**src/rtl/mips_memory_pkg.sv**
```systemverilog
// Shared definitions for the MIPS memory arbiter: FSM state encoding,
// transaction owner encoding and the default response timeout.
package mips_memory_pkg;

  typedef enum logic [1:0] {
    ST_IDLE       = 2'd0,
    ST_BUSY_FETCH = 2'd1,
    ST_BUSY_DATA  = 2'd2
  } state_e;

  typedef enum logic {
    OWN_FETCH = 1'b0,
    OWN_DATA  = 1'b1
  } owner_e;

  localparam int TIMEOUT_CYCLES_DEFAULT = 255;

endpackage

```
**src/rtl/mips_memory_arbiter_if.sv**
```systemverilog
// Bundle of the fetch, load/store and external memory port signals.
// The slave modport is the arbiter's view; master is the pipeline/memory view.
interface mips_memory_arbiter_if #(
  parameter int ADDR_WIDTH = 32,
  parameter int DATA_WIDTH = 32
);
  logic                  fetch_valid;
  logic [ADDR_WIDTH-1:0] fetch_addr;
  logic                  fetch_ready;
  logic                  fetch_done;
  logic [DATA_WIDTH-1:0] fetch_rdata;

  logic                  data_valid;
  logic                  data_write;
  logic [ADDR_WIDTH-1:0] data_addr;
  logic [DATA_WIDTH-1:0] data_wdata;
  logic                  data_ready;
  logic                  data_done;
  logic [DATA_WIDTH-1:0] data_rdata;

  logic                  mem_req;
  logic                  mem_write;
  logic [ADDR_WIDTH-1:0] mem_addr;
  logic [DATA_WIDTH-1:0] mem_wdata;
  logic [DATA_WIDTH-1:0] mem_rdata;
  logic                  mem_ack;

  logic                  error;

  modport slave (
    input  fetch_valid, fetch_addr,
    input  data_valid, data_write, data_addr, data_wdata,
    input  mem_rdata, mem_ack,
    output fetch_ready, fetch_done, fetch_rdata,
    output data_ready, data_done, data_rdata,
    output mem_req, mem_write, mem_addr, mem_wdata,
    output error
  );

  modport master (
    output fetch_valid, fetch_addr,
    output data_valid, data_write, data_addr, data_wdata,
    output mem_rdata, mem_ack,
    input  fetch_ready, fetch_done, fetch_rdata,
    input  data_ready, data_done, data_rdata,
    input  mem_req, mem_write, mem_addr, mem_wdata,
    input  error
  );
endinterface

```
**src/rtl/mips_memory_arbiter_watchdog.sv**
```systemverilog
// Response watchdog: 8-bit busy-cycle counter. expired_o flags that the
// current busy cycle is the TIMEOUT_CYCLES-th one without an ack, so the
// owning FSM can end the transaction at the coming edge.
module mips_memory_arbiter_watchdog #(
  parameter int TIMEOUT_CYCLES = 255
) (
  input  logic clock,
  input  logic reset,
  input  logic clr_i,
  input  logic en_i,
  output logic expired_o
);
  logic [7:0] cnt_q, cnt_d;

  // Clear has priority over counting; count only while waiting for an ack.
  always_comb begin
    cnt_d = cnt_q;
    if (clr_i)     cnt_d = 8'd0;
    else if (en_i) cnt_d = cnt_q + 8'd1;
  end

  // Counter register.
  always_ff @(posedge clock or posedge reset) begin
    if (reset) cnt_q <= 8'd0;
    else       cnt_q <= cnt_d;
  end

  assign expired_o = ({1'b0, cnt_q} + 9'd1) == 9'(TIMEOUT_CYCLES);

endmodule

```
**src/rtl/mips_memory_arbiter.sv**
```systemverilog
// Single-outstanding arbiter between instruction fetch and load/store for a
// single-ported unified memory, with a response timeout watchdog.
// Optional feature macro: MIPS_MEMORY_ARBITER_ROUND_ROBIN_EN (alternate the
// grant on contention instead of fixed data priority).
module mips_memory_arbiter
  import mips_memory_pkg::*;
#(
  parameter int ADDR_WIDTH     = 32,
  parameter int DATA_WIDTH     = 32,
  parameter int TIMEOUT_CYCLES = TIMEOUT_CYCLES_DEFAULT
) (
  input  logic                  clock,
  input  logic                  reset,
  mips_memory_arbiter_if.slave  bus
);
  state_e                state_q, state_d;
  logic [ADDR_WIDTH-1:0] addr_q, addr_d;
  logic [DATA_WIDTH-1:0] wdata_q, wdata_d;
  logic                  write_q, write_d;
  logic                  fetch_done_q, fetch_done_d;
  logic                  data_done_q, data_done_d;
  logic                  error_q, error_d;
  logic [DATA_WIDTH-1:0] fetch_rdata_q, fetch_rdata_d;
  logic [DATA_WIDTH-1:0] data_rdata_q, data_rdata_d;

  logic grant_fetch, grant_data;
  logic fetch_ready, data_ready;
  logic busy, wd_clr, wd_en, wd_expired;

`ifdef MIPS_MEMORY_ARBITER_ROUND_ROBIN_EN
  owner_e last_owner_q, last_owner_d;

  // Contention goes to whoever did not own the last finished transaction.
  always_comb begin
    grant_data  = bus.data_valid &
                  (!bus.fetch_valid || (last_owner_q == OWN_FETCH));
    grant_fetch = bus.fetch_valid && !grant_data;
  end
`else
  // Data belongs to the older instruction, so it always wins contention.
  always_comb begin
    grant_data  = bus.data_valid;
    grant_fetch = bus.fetch_valid && !bus.data_valid;
  end
`endif

  assign busy  = (state_q != ST_IDLE);
  assign wd_en = busy && !bus.mem_ack;

  mips_memory_arbiter_watchdog #(
    .TIMEOUT_CYCLES (TIMEOUT_CYCLES)
  ) u_watchdog (
    .clock     (clock),
    .reset     (reset),
    .clr_i     (wd_clr),
    .en_i      (wd_en),
    .expired_o (wd_expired)
  );

  // Next-state, request capture, completion and timeout handling.
  always_comb begin
    state_d       = state_q;
    addr_d        = addr_q;
    wdata_d       = wdata_q;
    write_d       = write_q;
    fetch_done_d  = 1'b0;
    data_done_d   = 1'b0;
    error_d       = 1'b0;
    fetch_rdata_d = fetch_rdata_q;
    data_rdata_d  = data_rdata_q;
    fetch_ready   = 1'b0;
    data_ready    = 1'b0;
    wd_clr        = 1'b0;
`ifdef MIPS_MEMORY_ARBITER_ROUND_ROBIN_EN
    last_owner_d  = last_owner_q;
`endif
    case (state_q)
      ST_IDLE: begin
        data_ready  = grant_data;
        fetch_ready = grant_fetch;
        if (grant_data) begin
          addr_d  = bus.data_addr;
          wdata_d = bus.data_wdata;
          write_d = bus.data_write;
          wd_clr  = 1'b1;
          state_d = ST_BUSY_DATA;
        end else if (grant_fetch) begin
          addr_d  = bus.fetch_addr;
          write_d = 1'b0;
          wd_clr  = 1'b1;
          state_d = ST_BUSY_FETCH;
        end
      end
      ST_BUSY_FETCH: begin
        if (bus.mem_ack || wd_expired) begin
          // An ack on the expiry edge still counts as a normal completion.
          fetch_rdata_d = bus.mem_ack ? bus.mem_rdata : '0;
          error_d       = !bus.mem_ack;
          fetch_done_d  = 1'b1;
          state_d       = ST_IDLE;
`ifdef MIPS_MEMORY_ARBITER_ROUND_ROBIN_EN
          last_owner_d  = OWN_FETCH;
`endif
        end
      end
      ST_BUSY_DATA: begin
        if (bus.mem_ack || wd_expired) begin
          data_rdata_d  = bus.mem_ack ? bus.mem_rdata : '0;
          error_d       = !bus.mem_ack;
          data_done_d   = 1'b1;
          state_d       = ST_IDLE;
`ifdef MIPS_MEMORY_ARBITER_ROUND_ROBIN_EN
          last_owner_d  = OWN_DATA;
`endif
        end
      end
      default: state_d = ST_IDLE;
    endcase
  end

  // State and datapath registers; reset aborts any transaction at once.
  always_ff @(posedge clock or posedge reset) begin
    if (reset) begin
      state_q       <= ST_IDLE;
      addr_q        <= '0;
      wdata_q       <= '0;
      write_q       <= 1'b0;
      fetch_done_q  <= 1'b0;
      data_done_q   <= 1'b0;
      error_q       <= 1'b0;
      fetch_rdata_q <= '0;
      data_rdata_q  <= '0;
`ifdef MIPS_MEMORY_ARBITER_ROUND_ROBIN_EN
      last_owner_q  <= OWN_DATA;
`endif
    end else begin
      state_q       <= state_d;
      addr_q        <= addr_d;
      wdata_q       <= wdata_d;
      write_q       <= write_d;
      fetch_done_q  <= fetch_done_d;
      data_done_q   <= data_done_d;
      error_q       <= error_d;
      fetch_rdata_q <= fetch_rdata_d;
      data_rdata_q  <= data_rdata_d;
`ifdef MIPS_MEMORY_ARBITER_ROUND_ROBIN_EN
      last_owner_q  <= last_owner_d;
`endif
    end
  end

  assign bus.fetch_ready = fetch_ready;
  assign bus.data_ready  = data_ready;
  assign bus.fetch_done  = fetch_done_q;
  assign bus.data_done   = data_done_q;
  assign bus.fetch_rdata = fetch_rdata_q;
  assign bus.data_rdata  = data_rdata_q;
  assign bus.error       = error_q;
  assign bus.mem_req     = busy;
  assign bus.mem_write   = write_q;
  assign bus.mem_addr    = addr_q;
  assign bus.mem_wdata   = wdata_q;

endmodule
```
**src/flat_wrapper.sv**
```systemverilog
// flat-port wrapper written by rule: the top's interface ports become plain ports
module mips_memory_arbiter_flat import mips_memory_pkg::*;
#(
  parameter int ADDR_WIDTH     = 32,
  parameter int DATA_WIDTH     = 32,
  parameter int TIMEOUT_CYCLES = TIMEOUT_CYCLES_DEFAULT
)
  (clock, reset, bus_fetch_valid, bus_fetch_addr, bus_data_valid, bus_data_write, bus_data_addr, bus_data_wdata, bus_mem_rdata, bus_mem_ack, bus_fetch_ready, bus_fetch_done, bus_fetch_rdata, bus_data_ready, bus_data_done, bus_data_rdata, bus_mem_req, bus_mem_write, bus_mem_addr, bus_mem_wdata, bus_error);
  mips_memory_arbiter_if #(.ADDR_WIDTH(ADDR_WIDTH), .DATA_WIDTH(DATA_WIDTH)) bus_i ();
  input  logic clock;
  input  logic reset;
  input wire logic [$bits(bus_i.fetch_valid)-1:0] bus_fetch_valid;
  input wire logic [$bits(bus_i.fetch_addr)-1:0] bus_fetch_addr;
  input wire logic [$bits(bus_i.data_valid)-1:0] bus_data_valid;
  input wire logic [$bits(bus_i.data_write)-1:0] bus_data_write;
  input wire logic [$bits(bus_i.data_addr)-1:0] bus_data_addr;
  input wire logic [$bits(bus_i.data_wdata)-1:0] bus_data_wdata;
  input wire logic [$bits(bus_i.mem_rdata)-1:0] bus_mem_rdata;
  input wire logic [$bits(bus_i.mem_ack)-1:0] bus_mem_ack;
  output wire logic [$bits(bus_i.fetch_ready)-1:0] bus_fetch_ready;
  output wire logic [$bits(bus_i.fetch_done)-1:0] bus_fetch_done;
  output wire logic [$bits(bus_i.fetch_rdata)-1:0] bus_fetch_rdata;
  output wire logic [$bits(bus_i.data_ready)-1:0] bus_data_ready;
  output wire logic [$bits(bus_i.data_done)-1:0] bus_data_done;
  output wire logic [$bits(bus_i.data_rdata)-1:0] bus_data_rdata;
  output wire logic [$bits(bus_i.mem_req)-1:0] bus_mem_req;
  output wire logic [$bits(bus_i.mem_write)-1:0] bus_mem_write;
  output wire logic [$bits(bus_i.mem_addr)-1:0] bus_mem_addr;
  output wire logic [$bits(bus_i.mem_wdata)-1:0] bus_mem_wdata;
  output wire logic [$bits(bus_i.error)-1:0] bus_error;
  assign bus_i.fetch_valid = bus_fetch_valid;
  assign bus_i.fetch_addr = bus_fetch_addr;
  assign bus_i.data_valid = bus_data_valid;
  assign bus_i.data_write = bus_data_write;
  assign bus_i.data_addr = bus_data_addr;
  assign bus_i.data_wdata = bus_data_wdata;
  assign bus_i.mem_rdata = bus_mem_rdata;
  assign bus_i.mem_ack = bus_mem_ack;
  assign bus_fetch_ready = bus_i.fetch_ready;
  assign bus_fetch_done = bus_i.fetch_done;
  assign bus_fetch_rdata = bus_i.fetch_rdata;
  assign bus_data_ready = bus_i.data_ready;
  assign bus_data_done = bus_i.data_done;
  assign bus_data_rdata = bus_i.data_rdata;
  assign bus_mem_req = bus_i.mem_req;
  assign bus_mem_write = bus_i.mem_write;
  assign bus_mem_addr = bus_i.mem_addr;
  assign bus_mem_wdata = bus_i.mem_wdata;
  assign bus_error = bus_i.error;
  mips_memory_arbiter #(.ADDR_WIDTH(ADDR_WIDTH), .DATA_WIDTH(DATA_WIDTH), .TIMEOUT_CYCLES(TIMEOUT_CYCLES)) u_core (.clock(clock), .reset(reset), .bus(bus_i));
endmodule
```
**config.mk**
```make
export PLATFORM = sky130hd
export DESIGN_NAME = mips_memory_arbiter_flat
export DESIGN_NICKNAME = d
export VERILOG_FILES = /design/src/rtl/mips_memory_pkg.sv /design/src/rtl/mips_memory_arbiter_if.sv /design/src/rtl/mips_memory_arbiter_watchdog.sv /design/src/rtl/mips_memory_arbiter.sv /design/src/flat_wrapper.sv
export SDC_FILE = /design/constraint.sdc
export NUM_CORES = 1
export LEC_CHECK = 0
export BUFFER_PORTS_ARGS = -buffer_cell sky130_fd_sc_hd__buf_2
export CAP_MARGIN = 20
export CORE_UTILIZATION = 45
export DETAILED_ROUTE_END_ITERATION = 7
export GPL_ROUTABILITY_DRIVEN = 0
export PLACE_DENSITY = 0.75
export SYNTH_ARGS = -nofsm -noshare
export SYNTH_HDL_FRONTEND = slang
export SYNTH_SLANG_ARGS = --single-unit
```
**constraint.sdc**
```tcl
create_clock -name clock -period 6.5 [get_ports clock]
set_input_delay 1.3 -clock clock [delete_from_list [all_inputs] [get_ports clock]]
set_output_delay 1.3 -clock clock [all_outputs]
set_load 0.03 [all_outputs]
```
==> flow_summary.yaml <==
run_status:
  status: "completed"
power:
  p_int_mw: 2.61
  leakagePower_nw: 4.20
  sequentialPowerShare_pct: 32.2
  p_switching_mw: 2.11
  clkPwrFrac_pct: 21.9
  power.density_nw_per_um2: 544
  combinationalPowerShare_pct: 46.0
  ir_worst_vdd_mv: 0.354
  switching_share_pct: 44.6
clock_tree:
  clk_pin_slew_worst_paths_ns: 0.06
  cts_hold_buffers: 0
  cts_buffer_depth: 2
  cts-resized-gates: 0
  worstSkewPairLatency_ns: 0.42
  htree_levels: 4
  numCtsBuffers: 17
  clockRootBuffer: "clkbuf_16"
  cts_tree: "built"
  cts_sinks: 142
  post-cts-setup-buffers: 0
global_route:
  grt-ovfl-total: 0
  grt_max_degree: 95
  grt_use_total_pct: 22.5
  antenna_found_initial: 0
  grt_pass1_vias: 5282
  grt_pass1_wl_um: 26200
detailed_routing:
  wl_per_cell_um: 15.3
  dr_wl_met2_um: 8290
  vias: 5561
  totalWireLength_um: 16700
  drtIter0Drc: 247
  viasPerCell: 5.10
  top_layer: "met4"
  postRouteAntennaNets: 0
  remaining_drc_errors: 0
  wl_met3_um: 1250
  dr.pass1.iters: 5
  drt-met1-wl_um: 6870
timing:
  worst_pin_slew_ns: 1.04
  finalCriticalPeriod_ns: 4.29
  setup_violations: 0
  setup_tns_ns: 0
  period_share_pct: 66.0
  hold_viol: 0
  max_slew_margin_pct: 30.5
  max_clock_freq_mhz: 233
  grt_setup_unrepaired: "no"
  slew_violations: 0
  hold_slack_ns: 0.472
  clock_skew_ns: 0.00837
finish:
  multi_input_area_um2: 2770
  final_common_cell: "buf_2"
  drive_gt1_share_pct: 39.5
  syn2layout_area_growth_pct: 31.1
  regArea_um2: 3550
  final_area_um2: 8670
  nets: 1037
  mostFrequentLayoutCells: "268 x buf_2, 142 x dfrtp_1, 106 x nand2_1"
  post-route-util_pct: 61.5
  antenna_cells: 0
  nFillCells: 1221
synthesis:
  synth_cell_types: 44
  netlist_area_um2: 6610
  yosysWarnings: 0
  async_reset_ff_share_pct: 100
  synth.top_cell.area_share_pct: 53.7
  yosysTopAreaCell: "dfrtp_1"
  yosys-top-cells-area: "dfrtp_1 54%, nand2_1 6.0%, mux2_2 5.5%, mux2i_1 4.8%, o21ai_0 4.6%"
  synth_ff_type: "dfrtp_1"
  postSynthAreaPerCell_um2: 10.2
  synth-edff-count: 0
  ys_seq_area_share_pct: 53.7
  yosys_register_bits: 142
  synth_fp_nets: 790
  syn_inst: 651
critical_path:
  critPathRequiredTime_ns: 5.20
  startpoint_type: "input pin"
  crit_path_end_kind: "output pin"
  crit_fanout: 35
  arrival_ns: 2.99
  critical_path_class: "input pin to output pin"
floorplan:
  ioPinCount: 269
  std_cell_rows: 43
  die_w_um: 123
  design.core.area_um2: 14100
  die_area_um2: 15200
  die_h_um: 123
  start_util_pct: 46.9
min_path:
  hold_path_class: "register to register"
flow_run:
  maxCapViolCount: 0
placement:
  dpl-instance-area_um2: 8020
  portBuffers: 268
  dp_hpwl_um: 11300
## final cells by class
class / count / area share, %
inverter: 26 / 1.18
clock inverter: 13 / 2.04
sequential: 142 / 41.0
clock buffer: 19 / 5.23
multi-input combinational: 438 / 31.9
tap: 180 / 2.60
timing repair buffer: 273 / 16.1
## synth_stat cells (all sizes together), types with 2 or more instances
library cell / n
dfrtp: 142
nor3: 2
o21a: 3
nand2: 106
a21oi: 47
inv: 25
o31ai: 2
o221ai: 18
and2: 4
nor2b: 46
ha: 5
clkbuf: 30
xnor2: 2
o21ai: 88
o211ai: 2
nor2: 9
mux2i: 32
nand3: 25
buf: 15
and3: 2
mux2: 32
xor2: 2
## power by group through the flow
stage | logic, mW | registers, mW | clock network, mW
CTS | 2.19 | 1.52 | 1.05
finish | 2.17 | 1.52 | 1.03
global placement | 2.16 | 1.50 | 0
floorplan | 0.783 | 2.27 | 0
detailed placement | 2.20 | 1.52 | 0
global route | 2.35 | 1.57 | 1.09
## routing by layer
layer  global-route usage (%)  vias to the layer above
met4                     7.91                        0
met5                        0                        -
li1                         -                     2739
met2                     37.6                      213
met1                     27.4                     2588
met3                     7.01                       21
## per-stage QoR
stage | total power, mW | cells | setup slack (ns)
6_report | 4.72 | 1091 | 2.21
5_1_grt | 5.01 | 1091 | 2.06
4_1_cts | 4.76 | 1090 | 2.17
3_5_place_dp | 3.72 | 1058 | 2.18
3_3_place_gp | 3.66 | 1058 | 2.18
2_1_floorplan | 3.05 | 651 | 1.39
## worst paths after layout
kind,from,endpoint,slack [ns],cells after the start
setup reg to reg,u_core.state_q[1],u_core.bus.fetch_rdata[6],3.84,5
hold / removal,u_core.bus.mem_addr[19],u_core.bus.mem_addr[19],0.47,2
setup / recovery,bus_data_valid,bus_data_ready,2.21,5
max in group asynchronous,reset,u_core.bus.data_rdata[8],4.28,3
hold reg to reg,u_core.bus.mem_addr[19],u_core.bus.mem_addr[19],0.47,2
min in group asynchronous,reset,u_core.bus.mem_wdata[27],1.04,2
## flip-flops by register name, summed over array words and instances (netlist names)
register                 cells
u_core.bus.error             1
u_core.bus.mem_write         1
u_core.bus.fetch_rdata      32
u_core.bus.data_done         1
u_core.bus.data_rdata       32
u_core.u_watchdog.cnt_q      8
u_core.bus.mem_addr         32
u_core.bus.fetch_done        1
u_core.state_q               2
u_core.bus.mem_wdata        32
## critical path, cell delays in order
cell      delay [ns]
buf_2           0.71
nand2_1         0.20
clkinv_1        0.08
buf_4           0.38
buf_2           0.28
## logic make-up (layout without fill, tap and decap cells)
kind of cell	Yosys count	after routing	share of synthesized area, %
buffers and inverters	71	331	4.75
DFF	142	142	53.7
AOI/OAI and AO/OA	168	168	15.6
xor gates and xnor gates	4	4	0.644
adders and majority gates	5	5	0.946
muxes	64	64	10.3
and+or+nand+nor	197	197	14.0
Note: power is estimated with default switching activity, not from simulation.
